`src/rtl/nvme_cmpl_arb_pkg.sv`:
```
// nvme_cmpl_pkg: shared FSM states, completion record type and tracker entry layout
package nvme_cmpl_pkg;

    localparam int ACTION_ID_W     = 4;
    localparam int SEQ_W           = 8;
    localparam int TRACK_VALID_BIT = 0;
    localparam int TRACK_ERR_BIT   = 1;

    typedef enum logic [2:0] {
        INIT,
        SCAN,
        REQ,
        WAIT,
        PUSH
    } state_t;

    typedef struct packed {
        logic [ACTION_ID_W-1:0] action_id;
        logic [SEQ_W-1:0]       seq;
        logic                   error;
    } cmpl_rec_t;

endpackage

```
`src/rtl/nvme_cmpl_arb_if.sv`:
```
// nvme_cmpl_arb_if: tracker, completion stream and error-flag signals of the completion arbiter
interface nvme_cmpl_arb_if #(
    parameter int ACTION_ID_BITS  = 4,
    parameter int TRACK_INFO_BITS = 2,
    parameter int TRACK_NUM       = 256
);

    localparam int ACTIONS  = 2**ACTION_ID_BITS;
    localparam int SEQ_BITS = $clog2(TRACK_NUM);

    logic                       track_init;
    logic [ACTIONS-1:0]         track_status;
    logic                       track_update;
    logic [ACTION_ID_BITS-1:0]  track_update_id;
    logic                       track_update_done;
    logic [TRACK_INFO_BITS-1:0] track_update_data;
    logic [ACTIONS-1:0]         action_enable;
    logic                       cmpl_valid;
    logic                       cmpl_ready;
    logic [ACTION_ID_BITS-1:0]  cmpl_action_id;
    logic [SEQ_BITS-1:0]        cmpl_seq;
    logic                       cmpl_error;
    logic                       arb_timeout;
    logic                       arb_spurious;
    logic                       err_clear;

    modport master (
        input  track_init, track_status, track_update_done, track_update_data,
               action_enable, cmpl_ready, err_clear,
        output track_update, track_update_id, cmpl_valid, cmpl_action_id,
               cmpl_seq, cmpl_error, arb_timeout, arb_spurious
    );

    modport slave (
        output track_init, track_status, track_update_done, track_update_data,
               action_enable, cmpl_ready, err_clear,
        input  track_update, track_update_id, cmpl_valid, cmpl_action_id,
               cmpl_seq, cmpl_error, arb_timeout, arb_spurious
    );

endinterface

```
`src/rtl/nvme_rr_pick.sv`:
```
// nvme_rr_pick: combinational pick of the first requesting ID at or after the round-robin pointer
module nvme_rr_pick #(
    parameter int ID_BITS = 4
) (
    input  logic [2**ID_BITS-1:0] req,
    input  logic [ID_BITS-1:0]    rr_ptr,
    output logic                  grant_valid,
    output logic [ID_BITS-1:0]    grant_id
);

    // walk offsets from farthest to nearest so the nearest requester is the one left standing
    always_comb begin
        grant_valid = 1'b0;
        grant_id    = '0;
        for (int i = 2**ID_BITS - 1; i >= 0; i--) begin
            if (req[rr_ptr + ID_BITS'(i)]) begin
                grant_valid = 1'b1;
                grant_id    = rr_ptr + ID_BITS'(i);
            end
        end
    end

endmodule

```
`src/rtl/nvme_cmpl_arb.sv`:
```
// nvme_cmpl_arb: round-robin pop of ready tracker entries into an in-order completion stream
module nvme_cmpl_arb
    import nvme_cmpl_pkg::*;
#(
    parameter int ACTION_ID_BITS  = ACTION_ID_W,
    parameter int TRACK_INFO_BITS = 2,
    parameter int TRACK_NUM       = 256,
    parameter int TIMEOUT_CYCLES  = 1024
) (
    input logic             axi_aclk,
    input logic             axi_areset,
    nvme_cmpl_arb_if.master bus
);

    localparam int ACTIONS  = 2**ACTION_ID_BITS;
    localparam int SEQ_BITS = $clog2(TRACK_NUM);
    localparam int TMO_BITS = $clog2(TIMEOUT_CYCLES);

    state_t                     state, state_nxt;
    logic [ACTIONS-1:0]         req;
    logic [ACTION_ID_BITS-1:0]  rr_ptr, upd_id, grant_id, next_ptr;
    logic [SEQ_BITS-1:0]        seq [ACTIONS];
    logic [TMO_BITS-1:0]        tmo_cnt;
    logic [TRACK_INFO_BITS-1:0] data;
    cmpl_rec_t                  rec;
    logic                       cmpl_valid, timeout, spurious;
    logic                       grant_valid, done_ok, done_bad, tmo_hit;

    assign req      = bus.track_status & bus.action_enable;
    assign data     = bus.track_update_data;
    assign done_ok  = state == WAIT && bus.track_update_done && data[TRACK_VALID_BIT];
    assign done_bad = state == WAIT && bus.track_update_done && !data[TRACK_VALID_BIT];
    assign tmo_hit  = state == WAIT && !bus.track_update_done && tmo_cnt == TMO_BITS'(TIMEOUT_CYCLES - 1);
    assign next_ptr = upd_id + 1'b1;

    nvme_rr_pick #(.ID_BITS(ACTION_ID_BITS)) u_pick (
        .req         (req),
        .rr_ptr      (rr_ptr),
        .grant_valid (grant_valid),
        .grant_id    (grant_id)
    );

    // next-state decode; a done in the same cycle as the timeout limit still counts as done
    always_comb begin
        state_nxt = state;
        case (state)
            INIT:    state_nxt = bus.track_init ? SCAN : INIT;
            SCAN:    state_nxt = grant_valid ? REQ : SCAN;
            REQ:     state_nxt = WAIT;
            WAIT:    state_nxt = done_ok ? PUSH : (done_bad || tmo_hit) ? SCAN : WAIT;
            PUSH:    state_nxt = bus.cmpl_ready ? SCAN : PUSH;
            default: state_nxt = INIT;
        endcase
    end

    // state, request ID, timeout counter, completion record, sequence counters and sticky flags
    always_ff @(posedge axi_aclk) begin
        if (axi_areset) begin
            state      <= INIT;
            rr_ptr     <= '0;
            upd_id     <= '0;
            tmo_cnt    <= '0;
            rec        <= '0;
            cmpl_valid <= 1'b0;
            timeout    <= 1'b0;
            spurious   <= 1'b0;
            for (int i = 0; i < ACTIONS; i++) seq[i] <= '0;
        end else begin
            state <= state_nxt;
            if (state == SCAN && grant_valid) upd_id <= grant_id;
            tmo_cnt <= state == REQ ? '0 : state == WAIT ? tmo_cnt + 1'b1 : tmo_cnt;
            if (done_ok) begin
                rec <= '{action_id: upd_id, seq: seq[upd_id], error: data[TRACK_ERR_BIT]};
                seq[upd_id] <= seq[upd_id] == SEQ_BITS'(TRACK_NUM - 1) ? '0 : seq[upd_id] + 1'b1;
            end
            if (done_ok || done_bad) rr_ptr <= next_ptr;
            cmpl_valid <= done_ok || (cmpl_valid && !bus.cmpl_ready);
            timeout    <= tmo_hit || (timeout && !bus.err_clear);
            spurious   <= done_bad || (spurious && !bus.err_clear);
        end
    end

    assign bus.track_update    = state == REQ;
    assign bus.track_update_id = upd_id;
    assign bus.cmpl_valid      = cmpl_valid;
    assign bus.cmpl_action_id  = rec.action_id;
    assign bus.cmpl_seq        = rec.seq;
    assign bus.cmpl_error      = rec.error;
    assign bus.arb_timeout     = timeout;
    assign bus.arb_spurious    = spurious;

endmodule

```
`src/flat_wrapper.sv`:
```
// flat-port wrapper written by rule: the top's interface ports become plain ports
module nvme_cmpl_arb_flat import nvme_cmpl_pkg::*;
#(
    parameter int ACTION_ID_BITS  = ACTION_ID_W,
    parameter int TRACK_INFO_BITS = 2,
    parameter int TRACK_NUM       = 256,
    parameter int TIMEOUT_CYCLES  = 1024
)
  (axi_aclk, axi_areset, bus_track_init, bus_track_status, bus_track_update_done, bus_track_update_data, bus_action_enable, bus_cmpl_ready, bus_err_clear, bus_track_update, bus_track_update_id, bus_cmpl_valid, bus_cmpl_action_id, bus_cmpl_seq, bus_cmpl_error, bus_arb_timeout, bus_arb_spurious);
  nvme_cmpl_arb_if #(.ACTION_ID_BITS(ACTION_ID_BITS), .TRACK_INFO_BITS(TRACK_INFO_BITS), .TRACK_NUM(TRACK_NUM)) bus_i ();
  input logic axi_aclk;
  input logic axi_areset;
  input wire logic [$bits(bus_i.track_init)-1:0] bus_track_init;
  input wire logic [$bits(bus_i.track_status)-1:0] bus_track_status;
  input wire logic [$bits(bus_i.track_update_done)-1:0] bus_track_update_done;
  input wire logic [$bits(bus_i.track_update_data)-1:0] bus_track_update_data;
  input wire logic [$bits(bus_i.action_enable)-1:0] bus_action_enable;
  input wire logic [$bits(bus_i.cmpl_ready)-1:0] bus_cmpl_ready;
  input wire logic [$bits(bus_i.err_clear)-1:0] bus_err_clear;
  output wire logic [$bits(bus_i.track_update)-1:0] bus_track_update;
  output wire logic [$bits(bus_i.track_update_id)-1:0] bus_track_update_id;
  output wire logic [$bits(bus_i.cmpl_valid)-1:0] bus_cmpl_valid;
  output wire logic [$bits(bus_i.cmpl_action_id)-1:0] bus_cmpl_action_id;
  output wire logic [$bits(bus_i.cmpl_seq)-1:0] bus_cmpl_seq;
  output wire logic [$bits(bus_i.cmpl_error)-1:0] bus_cmpl_error;
  output wire logic [$bits(bus_i.arb_timeout)-1:0] bus_arb_timeout;
  output wire logic [$bits(bus_i.arb_spurious)-1:0] bus_arb_spurious;
  assign bus_i.track_init = bus_track_init;
  assign bus_i.track_status = bus_track_status;
  assign bus_i.track_update_done = bus_track_update_done;
  assign bus_i.track_update_data = bus_track_update_data;
  assign bus_i.action_enable = bus_action_enable;
  assign bus_i.cmpl_ready = bus_cmpl_ready;
  assign bus_i.err_clear = bus_err_clear;
  assign bus_track_update = bus_i.track_update;
  assign bus_track_update_id = bus_i.track_update_id;
  assign bus_cmpl_valid = bus_i.cmpl_valid;
  assign bus_cmpl_action_id = bus_i.cmpl_action_id;
  assign bus_cmpl_seq = bus_i.cmpl_seq;
  assign bus_cmpl_error = bus_i.cmpl_error;
  assign bus_arb_timeout = bus_i.arb_timeout;
  assign bus_arb_spurious = bus_i.arb_spurious;
  nvme_cmpl_arb #(.ACTION_ID_BITS(ACTION_ID_BITS), .TRACK_INFO_BITS(TRACK_INFO_BITS), .TRACK_NUM(TRACK_NUM), .TIMEOUT_CYCLES(TIMEOUT_CYCLES)) u_core (.axi_aclk(axi_aclk), .axi_areset(axi_areset), .bus(bus_i));
endmodule
```
`config.mk`:
```
export PLATFORM = sky130hd
export DESIGN_NAME = nvme_cmpl_arb_flat
export DESIGN_NICKNAME = d
export VERILOG_FILES = /design/src/rtl/nvme_cmpl_arb_pkg.sv /design/src/rtl/nvme_cmpl_arb_if.sv /design/src/rtl/nvme_rr_pick.sv /design/src/rtl/nvme_cmpl_arb.sv /design/src/flat_wrapper.sv
export SDC_FILE = /design/constraint.sdc
export NUM_CORES = 1
export LEC_CHECK = 0
export ABC_AREA = 1
export BUFFER_PORTS_ARGS = -buffer_cell sky130_fd_sc_hd__clkbuf_2
export CORE_MARGIN = 3
export CORE_UTILIZATION = 50
export CTS_CLUSTER_DIAMETER = 30
export DETAILED_ROUTE_END_ITERATION = 6
export GPL_TIMING_DRIVEN = 0
export PLACE_DENSITY = 0.68
export SLEW_MARGIN = 20
export SYNTH_ARGS = -nofsm -noshare
export SYNTH_HDL_FRONTEND = slang
export SYNTH_SLANG_ARGS = --single-unit
```
`constraint.sdc`:
```
create_clock -name axi_aclk -period 3.45 [get_ports axi_aclk]
set_input_delay 0.69 -clock axi_aclk [delete_from_list [all_inputs] [get_ports axi_aclk]]
set_output_delay 0.69 -clock axi_aclk [all_outputs]
set_load 0.005 [all_outputs]
```
Word-level counts from Yosys, hierarchy flattened

Memories as Yosys holds them, arrays and structs flattened. A register that Yosys moved wholly into a read port is not among the register bits.
Index checks and enable logic that the tools add are counted.

$add $sub $neg: 18
Multiplexer cells: 81
Bitwise logic cells: 1
Eq/ne operators: 6
Order comparisons: 16
Reduce and logical (&&, ||, !) cells: 21

Operators by type and width:

| kind                                                        | count |
|---|---|
| less-than comparator 4 x 5 -> 1 bit (second input constant) | 16 |
| 2-to-1 mux 4 bit                                            | 19 |
| binary-select mux 1 bit (select 4 bit)                      | 16 |
| 2-to-1 mux 1 bit                                            | 39 |
| adder 4 bit (second input constant)                         | 8 |
| adder 4 x 3 -> 4 bit (second input constant)                | 4 |
| AND 16 bit                                                  | 1 |
| 2-to-1 mux 8 bit                                            | 2 |
| one-hot mux 3 bit (5 select lines)                          | 1 |
| adder 10 x 1 -> 10 bit (second input constant)              | 1 |
| == test 10 bit (second input constant)                      | 1 |
| logical AND 1 bit                                           | 9 |
| adder 4 x 1 -> 4 bit (second input constant)                | 2 |
| adder 4 x 2 -> 4 bit (second input constant)                | 2 |
| adder 8 x 1 -> 8 bit (second input constant)                | 1 |
| == test 8 bit (second input constant)                       | 1 |
| OR reduction 8 bit                                          | 1 |
| == test 3 x 2 -> 1 bit (second input constant)              | 2 |
| 2-to-1 mux 3 bit                                            | 2 |
| logical OR 1 bit                                            | 5 |
| zero test 1 bit                                             | 4 |
| 2-to-1 mux 2 bit                                            | 2 |
| == test 3 x 1 -> 1 bit (second input constant)              | 1 |
| == test 3 bit (second input constant)                       | 1 |
| 2 further kinds                                             | 2 |

Bits in registers: 37
Memory bits (writable): 128
Input bits: 40
Output and inout bits: 21
Memories kept: 1
Word-level logic and storage cells: 154

Memory list:

| memory     | words | bits a word | rd ports | clocked after memory_dff | wr ports | line                | RTL |
|---|---|---|---|---|---|---|---|
| u_core.seq | 16    | 8           | 1        | 1                        | 16       | nvme_cmpl_arb.sv:22 | `logic [SEQ_BITS-1:0] seq [ACTIONS];` |

Depth between registers and ports, before layout

Gate-level depths: netlist of the first run.

Depth after elaboration: 22
Depth in mapped cells: 28
Depth with buffers taken out: 27

By module

Synthesis of the first run repeated with hierarchy kept, for this count alone.

Cell total of the unflattened synthesis: 1306
Area, all modules: 10073.4 um^2

Modules (own cells, without submodules):

| module        | area an instance (um^2) | cells each | instances | sequential area each (um^2) |
|---|---|---|---|---|
| nvme_cmpl_arb | 8289.2                  | 942        | 1         | 4664.5 |
| nvme_rr_pick  | 1784.2                  | 364        | 1         | 0.0 |

Least setup slack after synthesis of the first run

Ideal clock, no wire load.

Path type: flip-flop to flip-flop
From: reg u_core.rr_ptr[0]
To: reg with a tool-made name
Stages on the path, launching flop included: 28
Setup slack: 743 ps
Clock period less this slack: 2707 ps
Buffers on the path: 3
Data arrival time: 2587 ps
Library setup time: 120 ps
Required time: 3330 ps
Path through: dfxtp_1 -> inv_2 -> buf_6 -> buf_6 -> ha_1 -> inv_1 -> buf_2 -> nand3_1 -> nand3_1 -> nand3_2 -> nand2_2 -> inv_2 -> nand2_1 -> nor2_1 -> a21oi_1 -> nand2_1 -> nand2_1 -> nand2_1 -> nand2_1 -> nand2_1 -> nand2_1 -> nand2_1 -> nand2_1 -> nand2_1 -> nand2_1 -> nand2_1 -> nand2_1 -> a21oi_2

RTL lines:

| element                  | line                | RTL |
|---|---|---|
| start: declaration       | nvme_cmpl_arb.sv:21 | `logic [ACTION_ID_BITS-1:0] rr_ptr, upd_id, grant_id, next_ptr;` |
| start signal: assignment | nvme_cmpl_arb.sv:76 | `if (done_ok \|\| done_bad) rr_ptr <= next_ptr;` |

==> summary.md, run 1 <==
| Metric | Value |
|---|---|
| Post-DP Area | 9930 um2 |
| Die footprint | 20400 um2 |
| Rel. slew slack | 43.5% |
| Dpl cells | 1400 |
| Largest net degree at the start of global routing | 17 |
| Die width | 143 um |
| Slew Viols, Final | 0 |
| Leak | 4.48 nW |
| Total power | 5.58 mW |
| Max-cap violations | 0 |
| Post-synth EDFFs | around 130 |
| Most frequent cells in the layout | nand2_1, nor2_1, edfxtp_1 |
| Antenna violations before repair | 0 |
| Wire per inst | between 15 and 20 um |
| Initial Util | 51.5% |
| All-layer global routing usage | 26.5% |
| Area grow syn2layout | 14.2% |
| Critical Path RT | 3.62 ns |
| Startpoint Class | register |
| Hpwl dp | between 15000 and 20000 um |
| Ys async rst share | 0% |
| CTS tree | yes |
| Die Y-Extent | 143 um |
| Clock slew at reported path FFs | 0.06 ns |
| CTS buffer count | 17 |
| First-pass GRT wire length | around 40000 um |
| Utilization after layout | 58.8% |
| Post-cts hold buffer count | 0 |
| Register area share after synthesis | 49.9% |
| Total negative slack | 0 ns |
| Status | complete, no violations |
| Net Count, Synth | ~1200 |
| Final nets | approximately 1200 |
| CTS root buffer | clkbuf_16 |
| Routed vias | 8104 |
| WL met2 | between 10000 and 15000 um |
| Register bit total from synthesis | about 170 |
| DRC violations left | 0 |
| Clk sinks | around 170 |
| Maximum VDD drop | approximately 0.00040 V |
| Setup-failing EPs final | 0 |
| PD cells | 523 nW/um2 |
| Distinct cells, synth | 44 |
| Clock H-tree levels | 4 |
| Core box area | 18100 um2 |
| Via count of the first global-routing pass | 7557 |
| Fin area | 10700 um2 |
| Worst Path Max Fanout | 10 |
| # diodes | 0 |
| Detail Route Antenna Nets | 0 |
| Fillers | ~1600 |
| Yosys warnings | 0 |
| 1st-iter DRT viols | about 840 |
| Rows | 49 |
| Mapped cell area | roughly 9300 um2 |
| CTS Buffer Depth | 2 |
| Routed wire length | 26500 um |
| RSZ-0062 raised after global routing | yes |
| Top Metal Used | met4 |
| Leading cell type in the layout, fill and taps excluded | nand2_1 |
| Clock Skew | 0.00822 ns |
| Post-layout min period | 3.35 ns |
| Least-Margin Pin Slew | 0.847 ns |
| Cells after synthesis | roughly 1100 |
| Avg Cell Area, Syn | 8.41 um2 |
| WS Path Type | reg -> reg |
| Ys flop type | edfxtp_1 |
| CP endpoint kind | register |
| Share of cells above drive strength 1 | between 15 and 20% |
| Final period util | a little over nine tenths |
| Top Ports | 61 |
| Pre-Repair DR Iteration Count | 6 |
| Via-per-instance ratio | 5.65 |
| Final Hold Fails | 0 |
| Critical path data arrival time | 3.52 ns |
| Routed wl met3 | 2410 um |
| PortBufs | 60 |
| GRT Residual Overflow | 0 |
| Clk Latency, worst-skew pair | 0.43 ns |
| Hold/Removal Path Class | reg -> reg |
| Metal-1 WL | 11300 um |
| Peak Freq | between 200 and 300 MHz |
| Placer's final routability congestion estimate | 0.939 |
| Final non-filler cell total | 1434 |
-- flip-flops by register name (all words and copies together) (netlist names), named ones only --
signal                      cells
u_core.bus.arb_spurious         1
u_core.tmo_cnt                 10
u_core.bus.cmpl_error           1
u_core.seq                    128
u_core.bus.arb_timeout          1
u_core.bus.cmpl_seq             8
u_core.bus.track_update_id      4
u_core.state                    3
u_core.bus.cmpl_valid           1
u_core.rr_ptr                   4
u_core.bus.cmpl_action_id       4
-- critical path: stages, from the launching register on --
cell and delay (ns):
dfxtp_2 0.43, inv_2 0.08, clkbuf_1 0.26, o211ai_1 0.26
o211ai_1 0.15, nand2_1 0.21, ha_1 0.25, nand2_1 0.07
nor2_1 0.19, xor2_1 0.69, buf_2 0.42, nor2_1 0.07
-- per-layer routing --
layer  vias up  GRT usage [%]
met1      3780           36.8
met2       363           41.9
met3        53           5.63
met5         -              0
met4         0           8.10
li1       3908              -
-- Yosys cell counts, types with 11 or more instances --
library cell	n	area, um2
o21ai_0	57	285
nand3_1	95	475
buf_2	19	95.1
ha_1	13	163
inv_1	104	390
mux2i_1	32	320
nand2_1	233	875
dfxtp_1	41	821
o211ai_1	35	263
a21oi_1	87	435
nor2_2	12	75.1
clkbuf_1	11	41.3
nor2_1	160	601
edfxtp_1	128	3840
-- metrics by stage --
| step | hold WS [ns] | setup slack [ns] |
|---|---|---|
| 4_1_cts | 0.471 | 0.00438 |
| 3_5_place_dp | 0.453 | 0.0284 |
| 2_1_floorplan | 0.460 | 0.743 |
| 3_3_place_gp | 0.459 | 0.0566 |
| 5_1_grt | 0.493 | -0.0399 |
| 6_report | 0.474 | 0.104 |
-- path summary, 6_finish.rpt --
path                           from                     end  slack, ns  cells past startpoint
max reg2reg                register        u_core.seq[3][4]       0.10                     11
min          u_core.bus.arb_timeout  u_core.bus.arb_timeout       0.47                      2
min reg2reg  u_core.bus.arb_timeout  u_core.bus.arb_timeout       0.47                      2
max                        register        u_core.seq[3][4]       0.10                     11
-- what timing repair did --
action | in CTS | in global routing
endpoints found under the hold margin | 0 | 0
endpoints found under the setup margin | 0 | 205
setup buffers | 0 | 2
resized for setup | 0 | 39
-- final cells by class --
class	instances	area (um2)	share of cell area [%]
sequential	169	4670	43.8
multi-input combinational	786	4070	38.1
clock buffer	23	542	5.08
inverter	112	423	3.96
timing repair buffer	62	315	2.95
buffer	44	297	2.78
tap	229	287	2.68
clock inverter	9	68.8	0.645
-- where the power goes --
group | internal (mW) | total, mW | switching, mW
sequential | 2.25 | 2.29 | 0.0420
combinational | 0.388 | 1.35 | 0.960
clock | 1.12 | 1.94 | 0.825
-- cells by family after synthesis --
group	after synthesis	synth area share, %
and+or+nand+nor	535	24.3
AOI/OAI and AO/OA	194	11.8
DFF	169	49.9
buffers and inverters	156	7.49
muxes	32	3.43
adders and majority gates	13	1.74
xor gates and xnor gates	12	1.29
(Power assumes the default switching activity.)
==> run 2: changes to the inputs <==
--- a/config.mk
+++ b/config.mk
@@ -16,4 +16,5 @@
 export SLEW_MARGIN = 20
 export SYNTH_ARGS = -nofsm -noshare
 export SYNTH_HDL_FRONTEND = slang
+export SYNTH_HIERARCHICAL = 1
 export SYNTH_SLANG_ARGS = --single-unit
==> summary.md, run 2 <==
| Metric | Value |
|---|---|
| Status | complete, no violations |
| Clock H-tree levels | 4 |
| Top Ports | 61 |
| Antenna violations before repair | 0 |
| CTS buffer count | 17 |
| CTS Buffer Depth | 2 |
| Synth top area cells | edfxtp_1, nand2_1, dfxtp_1 |
| Share of cells above drive strength 1 | 18.9% |
| Net Count, Synth | 1359 |
| Top reg by flops | u_core/seq |
| Yosys warnings | 6 |
| Total power | approximately 6.2 mW |
| # diodes | 0 |
| Avg Cell Area, Syn | 7.71 um2 |
| Register area share after synthesis | 46.3% |
| Pre-Repair DR Iteration Count | 6 |
| Post-synth EDFFs | between 100 and 150 |
| Initial Util | 51.3% |
| Cells after synthesis | approximately 1300 |
| Slew Viols, Final | 0 |
| CTS root buffer | clkbuf_16 |
| CP endpoint kind | register |
| Final nets | between 1000 and 1500 |
| Die footprint | 21900 um2 |
| WS Path Type | reg -> reg |
| Distinct cells, synth | 43 |
| Least-Margin Pin Slew | 0.738 ns |
| Clock Skew | 0.0142 ns |
| Leading cell type in the layout, fill and taps excluded | nand2_1 |
| Number of flip-flops in the largest register | 128 |
| Via count of the first global-routing pass | between 8000 and 9000 |
| GRT Residual Overflow | 0 |
| Clock slew at reported path FFs | approximately 0.07 ns |
| Most frequent cells in the layout | nand2_1, nor2_1, nand3_1 |
| Mapped cell area | just over 10000 um2 |
| Worst Path Max Fanout | 19 |
| 1st-iter DRT viols | 953 |
| First-pass GRT wire length | 46200 um |
| Startpoint Class | register |
| Rel. slew slack | 50.8% |
| Critical Path RT | 3.79 ns |
| Hpwl dp | about 21000 um |
| Ys flop type | edfxtp_1 |
| Final Hold Fails | 0 |
| Fin area | 11400 um2 |
| DRC violations left | 0 |
| Register bit total from synthesis | 169 |
| Post-synth top cells | nand2_1, nor2_1, nand3_1 |
| Die width | 148 um |
| Post-DP Area | 10700 um2 |
| Hold/Removal Path Class | reg -> reg |
| PortBufs | 59 |
| Largest net degree at the start of global routing | 20 |
| Utilization after layout | 58.1% |
| Routed wire length | 29600 um |
| Die Y-Extent | around 150 um |
| Via-per-instance ratio | 5.35 |
| Max-cap violations | 0 |
| Core box area | 19700 um2 |
| Wire per inst | ~18 um |
| Maximum VDD drop | 0.000390 V |
| Clk Latency, worst-skew pair | 0.44 ns |
| Post-layout min period | 3.19 ns |
| Leading area contributor after synthesis | edfxtp_1 |
| Detail Route Antenna Nets | 0 |
| Hold path depth | 2 |
| R2R depth | 26 |
| Final period util | 92.3% |
| Placer's final routability congestion estimate | ~0.93 |
| PD cells | 540 nW/um2 |
| Most common cell in the netlist | nand2_1 |
| Routed vias | 8920 |
| Fillers | 1859 |
| Clk sinks | 169 |
| Rows | 51 |
| Top-area cell type share of the netlist area | 38.2% |
| Ys async rst share | 0% |
| All-layer global routing usage | 27.6% |
| Leak | 5.22 nW |
| Setup-failing EPs final | 0 |
| Peak Freq | roughly 310 MHz |
| Area grow syn2layout | 13.4% |
| CTS tree | yes |
| Critical path data arrival time | 3.53 ns |
-- run 2: what timing repair did --
action                                  4_1_cts  5_1_grt
resized for setup                             5       20
pin swaps                                     2        2
hold buffers                                  0        0
setup buffers                                 1        5
endpoints found under the setup margin       10       10
-- run 2: logic make-up (layout without fill, tap and decap cells) --
| kind of cell | count (synthesis) | count (layout) | share of synthesized area [%] |
|---|---|---|---|
| AO/OA/AOI/OAI | 112 | 112 | 5.89 |
| buffers and inverters | 208 | 304 | 9.37 |
| flip-flops | 169 | 169 | 46.3 |
| XOR/XNOR | 9 | 9 | 1.12 |
| AND/OR/NAND/NOR | 795 | 795 | 35.7 |
| adder cells (fa/ha/maj) | 13 | 13 | 1.61 |
-- run 2: stage by stage --
stage          std cells  setup TNS [ns]  hold WS (ns)  setup WS, ns
5_1_grt             1667         -0.0274         0.485       -0.0165
6_report            1667               0         0.465         0.265
4_1_cts             1662               0         0.470        0.0201
2_1_floorplan       1306               0         0.435         0.444
3_3_place_gp        1630           -5.60         0.444        -0.611
3_5_place_dp        1630           -5.46         0.459        -0.597
-- run 2: layout make-up --
type                    instances  area [um2]  share of cell area (%)
plain buffers                  46         357                    3.12
clock inverters                10        80.1                   0.701
repair buffers                 65         340                    2.98
flip-flops and latches        169        4670                    40.9
inverters                     161         617                    5.40
multi-input cells             929        4520                    39.5
well taps                     265         332                    2.90
clock buffers                  22         508                    4.45
-- run 2: final timing paths --
| path | end | slack [ns] | from |
|---|---|---|---|
| max | register | 0.26 | u_core/rr_ptr[0] |
| min | u_core/tmo_cnt[1] | 0.46 | u_core/tmo_cnt[1] |
| max reg2reg | register | 0.26 | u_core/rr_ptr[0] |
| min reg2reg | u_core/tmo_cnt[1] | 0.46 | u_core/tmo_cnt[1] |
-- run 2: critical path, cell delays in order (launching register included) --
cell and delay [ns]:
dfxtp_4 0.40, inv_4 0.08, buf_12 0.16, ha_4 0.30
inv_1 0.06, buf_4 0.19, nand3_1 0.15, nand3_1 0.12
nand3_1 0.14, nand2_1 0.11, nor2_1 0.12, nand2_1 0.06
nand3_1 0.07, nand2_1 0.05, nand2_1 0.06, nand2_1 0.04
nand2_1 0.06, nand2_1 0.05, nand2_1 0.06, nand2_1 0.05
nand2_1 0.05, nand2_1 0.06, nand2_1 0.06, nand2_1 0.07
a21oi_1 0.19, o21ai_0 0.12, a21oi_1 0.20
-- run 2: report_power, final --
group          total [mW]  internal, mW  switching (mW)
registers            2.30          2.26          0.0413
clock network        1.89          1.06           0.822
logic                1.98         0.545            1.44
total                6.17          3.87            2.30
-- run 2: routing by layer --
| metal | vias up | track usage [%] | part of all wire (%) |
|---|---|---|---|
| li1 | 4352 | - | - |
| met1 | 4133 | 40.2 | 44 |
| met2 | 396 | 41.0 | 44 |
| met3 | 39 | 7.23 | 10 |
| met4 | 0 | 7.21 | 1.6 |
| met5 | - | 0 | 0 |
